## config.mk

```make
export PLATFORM = sky130hd
export DESIGN_NAME = sram_pingpong_ctrl
export DESIGN_NICKNAME = d
export VERILOG_FILES = /design/src/rtl/sram_pp_pkg.sv /design/src/rtl/sram_pp_skid_fifo.sv /design/src/rtl/sram_pingpong_ctrl.sv
export SDC_FILE = /design/constraint.sdc
export NUM_CORES = 1
export LEC_CHECK = 0
export BUFFER_PORTS_ARGS = -buffer_cell sky130_fd_sc_hd__buf_2
export CORE_UTILIZATION = 53
export CTS_CLUSTER_SIZE = 8
export DETAILED_ROUTE_END_ITERATION = 7
export HOLD_SLACK_MARGIN = 0.05
export PLACE_DENSITY = 0.91
export SYNTH_ARGS = -nofsm -noshare
export SYNTH_HDL_FRONTEND = slang
export SYNTH_SLANG_ARGS = --single-unit
```

## constraint.sdc

```tcl
create_clock -name clk -period 3.95 [get_ports clk]
set_input_delay 0.79 -clock clk [delete_from_list [all_inputs] [get_ports clk]]
set_output_delay 0.79 -clock clk [all_outputs]
set_load 0.02 [all_outputs]
```

## src/rtl/sram_pp_pkg.sv

```systemverilog
// Shared types and constants for the ping-pong SRAM controller.
package sram_pp_pkg;

    localparam int unsigned SRAM_AW = 8;
    localparam int unsigned SRAM_DW = 32;
    localparam int unsigned PTR_W   = SRAM_AW - 1;
    localparam int unsigned HALF    = 2 ** PTR_W;

    typedef enum logic [1:0] {
        EMPTY    = 2'd0,
        FILLING  = 2'd1,
        FULL     = 2'd2,
        DRAINING = 2'd3
    } bank_state_e;

    // Block length as used by the banks: 0 and anything above HALF mean HALF.
    function automatic logic [SRAM_AW-1:0] clamp_len(input logic [SRAM_AW-1:0] len);
        if (len == '0 || len > SRAM_AW'(HALF)) begin
            return SRAM_AW'(HALF);
        end
        return len;
    endfunction

endpackage

```

## src/rtl/sram_pp_skid_fifo.sv

```systemverilog
// Two-entry {last, data} skid FIFO that catches SRAM read data so the
// consumer can stall without dropping words already in flight.
module sram_pp_skid_fifo #(
    parameter int unsigned DATA_WIDTH = 32
) (
    input  logic                  clk,
    input  logic                  rst_n,
    input  logic                  push,
    input  logic                  push_last,
    input  logic [DATA_WIDTH-1:0] push_data,
    input  logic                  pop,
    output logic [1:0]            cnt,
    output logic                  head_last,
    output logic [DATA_WIDTH-1:0] head_data
);

    logic [DATA_WIDTH:0] mem_q [2];
    logic                wr_idx_q;
    logic                rd_idx_q;
    logic [1:0]          cnt_q;

    // Storage, pointers and occupancy; the issuer guarantees no push into a full FIFO.
    always_ff @(posedge clk or negedge rst_n) begin
        if (!rst_n) begin
            for (int i = 0; i < 2; i++) begin
                mem_q[i] <= '0;
            end
            wr_idx_q <= 1'b0;
            rd_idx_q <= 1'b0;
            cnt_q    <= 2'd0;
        end else begin
            if (push) begin
                mem_q[wr_idx_q] <= {push_last, push_data};
                wr_idx_q        <= ~wr_idx_q;
            end
            if (pop) begin
                rd_idx_q <= ~rd_idx_q;
            end
            cnt_q <= cnt_q + {1'b0, push} - {1'b0, pop};
        end
    end

    // Head entry is presented directly.
    always_comb begin
        cnt       = cnt_q;
        head_last = mem_q[rd_idx_q][DATA_WIDTH];
        head_data = mem_q[rd_idx_q][DATA_WIDTH-1:0];
    end

endmodule

```

## src/rtl/sram_pingpong_ctrl.sv

```systemverilog
// Ping-pong controller for a 256x32 dual-port SRAM: producer fills one
// 128-word bank while the consumer drains the other.
//
// Bank states (one FSM per bank):
//   state    | meaning
//   EMPTY    | free; next write accepted latches the block length
//   FILLING  | producer writing, more words expected
//   FULL     | block complete, no read issued yet
//   DRAINING | reads issuing; returns to EMPTY after the last read issues
module sram_pingpong_ctrl
    import sram_pp_pkg::*;
#(
    parameter int unsigned DATA_WIDTH = SRAM_DW,
    parameter int unsigned ADDR_WIDTH = SRAM_AW,
    parameter int unsigned FIFO_DEPTH = 2
) (
    input  logic                  clk,
    input  logic                  rst_n,
    input  logic [ADDR_WIDTH-1:0] cfg_len,
    input  logic                  wr_valid,
    output logic                  wr_ready,
    input  logic [DATA_WIDTH-1:0] wr_data,
    output logic                  rd_valid,
    input  logic                  rd_ready,
    output logic [DATA_WIDTH-1:0] rd_data,
    output logic                  rd_last,
    output logic                  sram_we,
    output logic [ADDR_WIDTH-1:0] sram_wadr,
    output logic [DATA_WIDTH-1:0] sram_d,
    output logic                  sram_re,
    output logic [ADDR_WIDTH-1:0] sram_radr,
    input  logic [DATA_WIDTH-1:0] sram_q,
    output logic [3:0]            bank_st
);

    bank_state_e           state_q [2];
    bank_state_e           state_d [2];
    logic [ADDR_WIDTH-1:0] len_q [2];
    logic                  init_q;
    logic                  wr_bank_q;
    logic                  rd_bank_q;
    logic [PTR_W-1:0]      wr_ptr_q;
    logic [PTR_W-1:0]      rd_ptr_q;
    logic                  inflight_q;
    logic                  inflight_last_q;

    logic [ADDR_WIDTH-1:0] wr_len;
    logic                  wr_last;
    logic                  rd_last_issue;
    logic                  wr_accept;
    logic                  rd_issue;
    logic                  pop;
    logic [2:0]            slots;
    logic                  rd_space;

    logic [1:0]            fifo_cnt;
    logic                  fifo_last;
    logic [DATA_WIDTH-1:0] fifo_data;

    // Length of the block being written comes from cfg_len only while the bank is still EMPTY.
    always_comb begin
        wr_len        = (state_q[wr_bank_q] == EMPTY) ? clamp_len(cfg_len) : len_q[wr_bank_q];
        wr_last       = ({1'b0, wr_ptr_q} == wr_len - ADDR_WIDTH'(1));
        rd_last_issue = ({1'b0, rd_ptr_q} == len_q[rd_bank_q] - ADDR_WIDTH'(1));
        pop           = rd_valid && rd_ready;
        slots         = {1'b0, fifo_cnt} + {2'b0, inflight_q} - {2'b0, pop};
        rd_space      = (slots < 3'(FIFO_DEPTH));
    end

    // Bank state register.
    always_ff @(posedge clk or negedge rst_n) begin
        if (!rst_n) begin
            for (int b = 0; b < 2; b++) begin
                state_q[b] <= EMPTY;
            end
        end else begin
            for (int b = 0; b < 2; b++) begin
                state_q[b] <= state_d[b];
            end
        end
    end

    // Next-state logic; a bank can only be a write target or a read target, never both.
    always_comb begin
        for (int b = 0; b < 2; b++) begin
            state_d[b] = state_q[b];
            case (state_q[b])
                EMPTY: begin
                    if (wr_accept && wr_bank_q == 1'(b)) begin
                        state_d[b] = wr_last ? FULL : FILLING;
                    end
                end
                FILLING: begin
                    if (wr_accept && wr_bank_q == 1'(b) && wr_last) begin
                        state_d[b] = FULL;
                    end
                end
                FULL: begin
                    if (rd_issue && rd_bank_q == 1'(b)) begin
                        state_d[b] = rd_last_issue ? EMPTY : DRAINING;
                    end
                end
                DRAINING: begin
                    if (rd_issue && rd_bank_q == 1'(b) && rd_last_issue) begin
                        state_d[b] = EMPTY;
                    end
                end
                default: state_d[b] = EMPTY;
            endcase
        end
    end

    // Handshake and SRAM control outputs decoded from current state.
    always_comb begin
        wr_ready  = init_q && (state_q[wr_bank_q] == EMPTY || state_q[wr_bank_q] == FILLING);
        wr_accept = wr_valid && wr_ready;
        rd_issue  = (state_q[rd_bank_q] == FULL || state_q[rd_bank_q] == DRAINING) && rd_space;
        sram_we   = wr_accept;
        sram_wadr = {wr_bank_q, wr_ptr_q};
        sram_d    = wr_data;
        sram_re   = rd_issue;
        sram_radr = {rd_bank_q, rd_ptr_q};
        rd_valid  = (fifo_cnt != 2'd0);
        rd_data   = fifo_data;
        rd_last   = rd_valid && fifo_last;
        bank_st   = {state_q[1], state_q[0]};
    end

    // Init flag, pointers, bank selects, latched lengths and the read in-flight marker.
    always_ff @(posedge clk or negedge rst_n) begin
        if (!rst_n) begin
            init_q          <= 1'b0;
            wr_bank_q       <= 1'b0;
            rd_bank_q       <= 1'b0;
            wr_ptr_q        <= '0;
            rd_ptr_q        <= '0;
            len_q[0]        <= '0;
            len_q[1]        <= '0;
            inflight_q      <= 1'b0;
            inflight_last_q <= 1'b0;
        end else begin
            init_q          <= 1'b1;
            inflight_q      <= rd_issue;
            inflight_last_q <= rd_issue && rd_last_issue;
            if (wr_accept) begin
                if (state_q[wr_bank_q] == EMPTY) begin
                    len_q[wr_bank_q] <= wr_len;
                end
                if (wr_last) begin
                    wr_ptr_q  <= '0;
                    wr_bank_q <= ~wr_bank_q;
                end else begin
                    wr_ptr_q <= wr_ptr_q + PTR_W'(1);
                end
            end
            if (rd_issue) begin
                if (rd_last_issue) begin
                    rd_ptr_q  <= '0;
                    rd_bank_q <= ~rd_bank_q;
                end else begin
                    rd_ptr_q <= rd_ptr_q + PTR_W'(1);
                end
            end
        end
    end

    sram_pp_skid_fifo #(
        .DATA_WIDTH (DATA_WIDTH)
    ) u_skid_fifo (
        .clk       (clk),
        .rst_n     (rst_n),
        .push      (inflight_q),
        .push_last (inflight_last_q),
        .push_data (sram_q),
        .pop       (pop),
        .cnt       (fifo_cnt),
        .head_last (fifo_last),
        .head_data (fifo_data)
    );

endmodule

```

# Word level (Yosys, flattened, before mapping)
# Cells that the tools add are included.
op_classes:
  addsub: 8
  n_lt_le_gt_ge: 8
  eq_ne: 19
  mux: 39
  n_bitwise: 8
  reduce_logical: 29
ops:
  columns: ["op", "n"]
  rows:
  - ["2-to-1 mux 33 bit", 4]
  - ["2-to-1 mux 8 bit", 10]
  - ["bitwise mux 66 bit", 1]
  - ["demux 33 bit (select 1 bit)", 1]
  - ["2-to-1 mux 2 bit", 16]
  - ["bitwise mux 16 bit", 1]
  - ["equality test 7 x 8 -> 1 bit", 2]
  - ["logical AND 1 bit", 16]
  - ["!= test 2 bit (second input constant)", 8]
  - ["one-hot mux 2 bit (4 select lines)", 2]
  - ["subtractor 8 x 1 -> 8 bit (second input constant)", 2]
  - ["adder 7 x 1 -> 7 bit (second input constant)", 2]
  - ["2-to-1 mux 7 bit", 2]
  - ["equality test 2 bit (second input constant)", 6]
  - ["demux 8 bit (select 1 bit)", 1]
  - ["greater-or-equal comparator 2 bit (second input constant)", 4]
  - ["greater-than comparator 8 bit (second input constant)", 1]
  - ["logical NOT 8 bit", 1]
  - ["inverter 1 -> 2 bit", 4]
  - ["AND reduction 4 bit", 2]
  - ["equality test 2 x 1 -> 1 bit (second input constant)", 3]
  - ["logical NOT 2 bit", 3]
  - ["AND reduction 2 bit", 3]
  - ["less-than comparator 2 x 1 -> 1 bit (second input constant)", 2]
  - ["other kinds (9)", 14]
word_totals:
  reg_bits: 109
  input_bits: 76
  output_inout_bits: 89
  wordCells: 127

# Logic depth before layout (Yosys ltp)
depth:
  depth_word: 12
  mapped_depth: 16

# Cells and area by module
# A second synthesis with hierarchy kept.
unflattened:
  cells_unflattened: 518
  hier_area_um2: 6170.9
modules_own_cells:
  columns: ["mod", "instances", "cells_per_inst", "area_per_inst_um2", "seq_area_each_um2"]
  rows:
  - ["sram_pp_skid_fifo", 1, 190, 3186.8, 1751.7]
  - ["sram_pingpong_ctrl", 1, 328, 2984.1, 975.9]

# Worst setup path after synthesis
# Ideal clock, no wire load.
synth_timing:
  kind: "input -> output"
  from: "input rd_ready"
  to: "output sram_re"
  t_arrival_ns: 2.567
  t_required_ns: 3.160
  slack_ns: 0.593
  cell_stages: 11
  path_buffers: 0
  cell_sequence: "and2_1 ha_1 inv_1 ha_1 inv_1 fa_1 xnor2_1 nand2_1 nor3b_1 nor2_1 inv_1"
synth_between:
  elab_chain_cells: 4
synth_rtl:
  columns: ["element", "line", "source"]
  rows:
  - ["start, declared", "sram_pingpong_ctrl.sv:24", "input logic rd_ready,"]
  - ["logical AND 1 bit", "sram_pingpong_ctrl.sv:65", "pop = rd_valid && rd_ready;"]
  - ["subtractor 3 x 1 -> 3 bit", "sram_pingpong_ctrl.sv:66", "slots = {1'b0, fifo_cnt} + {2'b0, inflight_q} - {2'b0, pop};"]
  - ["less-than comparator 3 x 2 -> 1 bit", "sram_pingpong_ctrl.sv:67", "rd_space = (slots < 3'(FIFO_DEPTH));"]
  - ["logical AND 1 bit", "sram_pingpong_ctrl.sv:117", "rd_issue = (state_q[rd_bank_q] == FULL || state_q[rd_bank_q] == DRAINING) && rd_space;"]
  - ["end, declared", "sram_pingpong_ctrl.sv:30", "output logic sram_re,"]
# No other way between the ends.

# Worst setup path after layout
layout_timing:
  from: "register u_skid_fifo.cnt_q[0] (netlist: u_skid_fifo.cnt[0])"
  to: "output sram_re"
layout_between:
  elab_chain_cells: 5
  word_cells_on_any_way: 6
  classes_between: "add/sub (2); order compare (1); reduce/logical (3)"
layout_rtl:
  columns: ["element", "line", "source"]
  rows:
  - ["start, declared", "sram_pp_skid_fifo.sv:20", "logic [1:0] cnt_q;"]
  - ["start signal, assigned", "sram_pp_skid_fifo.sv:39", "cnt_q <= cnt_q + {1'b0, push} - {1'b0, pop};"]
  - ["nonzero test 2 bit", "sram_pingpong_ctrl.sv:123", "rd_valid = (fifo_cnt != 2'd0);"]
  - ["logical AND 1 bit", "sram_pingpong_ctrl.sv:65", null]
  - ["net pop", "sram_pingpong_ctrl.sv:52", "logic pop;"]
  - ["subtractor 3 x 1 -> 3 bit", "sram_pingpong_ctrl.sv:66", null]
  - ["less-than comparator 3 x 2 -> 1 bit", "sram_pingpong_ctrl.sv:67", null]
  - ["logical AND 1 bit", "sram_pingpong_ctrl.sv:117", null]
# The timed path passes the listed nets, and every way through them passes these cells.

==> results.toml <==
[power_and_ir_drop]
peakVddDrop_mv = 0.388
p_leak_nw = 3.02
p_total_mw = 4.34
p_per_area_mw_per_mm2 = 635

[sta]
setup_viol = 0
hold_viol_final = 0
hold_slack_ns = 0.501
skew_ns = 0.0107
setup_slack_ns = 0.174
tns_ns = 0
worst_slew_pin_slew_ns = 0.932
relSlewSlack_pct = 37.7
min_period_ns = 3.78
timing.final.crit_share_pct = 95.6
fmaxAchievable_ghz = 0.265
slew_viol_final = 0

[min_path]
hold_class = "reg -> reg"

[routing]
drt_wl_total_mm = 13.7
drtPass1Iterations = 5
ant_nets = 0
drc = 0
vias_per_cell = 6.03
wire_per_inst_um = 17.8
via_count = 4616
drt_iter0_drc = 371

[synth]
syn_inst = 555
synth_seq_cells = 109
synthArstFlopShare_pct = 100
synth_top_cell_by_area = "dfrtp_1"
synth-edff-count = 0
yosysUniqueCellTypes = 64
ys_top_cells_by_area = "dfrtp_1, mux2_2, buf_4"
synthesis.nets = 638
syn_avg_cell_area_sq_um = 11.0
yosys_most_used_dff = "dfrtp_1"
syn_area_sq_mm = 0.00612
ys_warn_count = 0
synth_top_area_share_pct = 44.6
ys_seq_area_share_pct = 44.6

[final_layout]
final_area_sq_mm = 0.00684
fill_cells = 822
synthToLayoutAreaGrowth_pct = 11.8
layoutNonFillerInstCount = 765
n_antenna_cell = 0
fin_nets = 704
fin_util_pct = 62.0
drive_above_1_share_pct = 40.6

[setup_path]
setup.worst_path.end_class = "primary output"
crit_type = "reg -> out"
crit_fanout = 5
critPathLaunchType = "flop"
worstPathRequired_ns = 3.16
worstPathArrival_ns = 2.99

[placed_design]
gp_congestion = 0.997
dpl_worst_slack_ns = 0.207
dp_hpwl_mm = 9.84
dp_cells = 749
place_area_sq_mm = 0.00653
io_buffer_count = 100

[die]
fp-row-count = 38
fp.dieArea_sq_mm = 0.0120
start_util_pct = 55.5
core_area_sq_mm = 0.0110
die_w_um = 109
ios = 165
dieHeight_um = 109

[global_route]
grt_pass1_wl_mm = 21.5
grt_overflow = 0
use_met3_pct = 6.70
grt_pass1_vias = 4648
grtUsageMet2_pct = 40.8
busiest_layer = "met2"
grt_usage_pct = 23.2
grt_util_met1_pct = 26.3
antenna_found_initial = 0
grt_max_degree = 70

[clock_tree]
cts_max_path_buffers = 2
clock-sinks = 109
cts-root-buf = "clkbuf_16"
h-tree-depth = 3
numCtsBuffers = 9
clkSlewWorstSetupHoldPaths_ns = 0.07
clock_latency_ns = 0.35
cts_tree = "built"

[job]
drv_cap = 0

[status]
status = "finished clean"
cell families (layout without fill, tap and decap cells):
family          after synthesis  after routing  share of synthesized area, %
simple gates                140            140                          12.1
other cells                   1              1                        0.0613
buf+inv                      70            140                          6.81
fa+ha+maj                     7              7                          1.55
mux                         124            124                          22.4
flops                       109            109                          44.6
compound gates               84             84                          9.49
xor+xnor                     20             20                          2.99
cells in the final DEF (no fill, tap or decap), types with 3 or more instances in the layout:
cell type,netlist,routed
a211oi_1,3,3
or2_2,4,4
inv_6,0,3
nand2b_1,4,4
a211o_1,3,3
or4_1,5,5
and2_1,3,3
inv_1,10,10
xnor2_1,9,8
mux2i_1,22,22
nor2_1,34,32
mux2_2,102,102
nand3_1,5,5
buf_2,6,99
nand4_1,5,5
nor3_1,18,18
o21ai_0,15,15
a21oi_1,16,16
o2bb2ai_1,3,3
o21ai_1,3,3
nor4_1,4,4
o211ai_1,3,3
clkbuf_16,0,9
xor2_1,10,10
buf_4,35,16
dfrtp_1,109,108
a21boi_0,3,3
nand2_1,32,31
a221oi_1,3,3
o22ai_1,5,5
a31oi_1,6,6
nor2b_1,6,5
nor3b_1,7,6
ha_1,6,6
area by class of cell:
type / instances / area, sq um / share of cell area (%)
flip-flops and latches: 109 / 2730 / 39.9
clock buffers: 12 / 256 / 3.75
well taps: 140 / 175 / 2.56
repair buffers: 115 / 616 / 9.00
inverters: 10 / 37.5 / 0.549
clock inverters: 3 / 26.3 / 0.384
multi-input cells: 376 / 3000 / 43.9
synthesized netlist by cell type, drive strengths merged, types with 3 or more instances:
cell type,n
a211o,3
a211oi,3
a21boi,3
a21oi,16
a221oi,3
a31oi,6
and2,4
buf,49
clkbuf,11
dfrtp,109
ha,6
inv,10
mux2,102
mux2i,22
nand2,33
nand2b,4
nand3,5
nand4,5
nor2,34
nor2b,6
nor3,20
nor3b,8
nor4,5
o2111ai,4
o211ai,3
o21ai,18
o22ai,5
o2bb2ai,3
or2,4
or4,6
xnor2,10
xor2,10
state kept, by name (all words and copies together), names as in the netlist, 2 cells and up:
signal and cells:
bank_st 4, u_skid_fifo.cnt 2, u_skid_fifo.mem_q 66, rd_ptr_q 7, wr_ptr_q 7, len_q 16
routing by layer:
metal  vias up  routed length [um]
li1       2105                   -
met3        43                1010
met5         -                   0
met4         0                 323
met1      2282                5400
met2       186                6920
critical path: stages (launching register included):
cell and delay, ns:
dfrtp_1 0.39, nor2_2 0.13, inv_1 0.06, and2_1 0.18, ha_1 0.30, inv_1 0.08
ha_1 0.16, inv_1 0.05, fa_1 0.41, xnor2_2 0.16, nand2_2 0.13, nor3b_4 0.24
nor2_1 0.09, inv_1 0.08, buf_2 0.17
where the power goes:
group	switching (mW)	total [mW]	internal, mW
sequential	0.233	1.58	1.35
combinational	1.06	1.89	0.830
clock	0.401	0.867	0.466
final timing paths:
path / start / to / slack (ns) / cells past startpoint
setup / recovery: u_skid_fifo.cnt[0]$_DFF_PN0_ / sram_re / 0.17 / 14
hold / removal: u_skid_fifo.mem_q[0]$_DFFE_PN0P_ / u_skid_fifo.mem_q[0]$_DFFE_PN0P_ / 0.50 / 1
setup reg to reg: bank_st[1]$_DFFE_PN0P_ / bank_st[2]$_DFFE_PN0P_ / 0.50 / 10
hold reg to reg: u_skid_fifo.mem_q[0]$_DFFE_PN0P_ / u_skid_fifo.mem_q[0]$_DFFE_PN0P_ / 0.50 / 1
max in group asynchronous: rst_n / u_skid_fifo.cnt[1]$_DFF_PN0_ / 2.56 / 2
min in group asynchronous: rst_n / u_skid_fifo.mem_q[45]$_DFFE_PN0P_ / 0.53 / 1
repair_timing:
action	in CTS	in global routing
resized for setup	0	7
buffers inserted	0	1
setup endpoints to repair	0	1
hold buffers	0	0
Note: power is estimated with default switching activity, not from simulation.
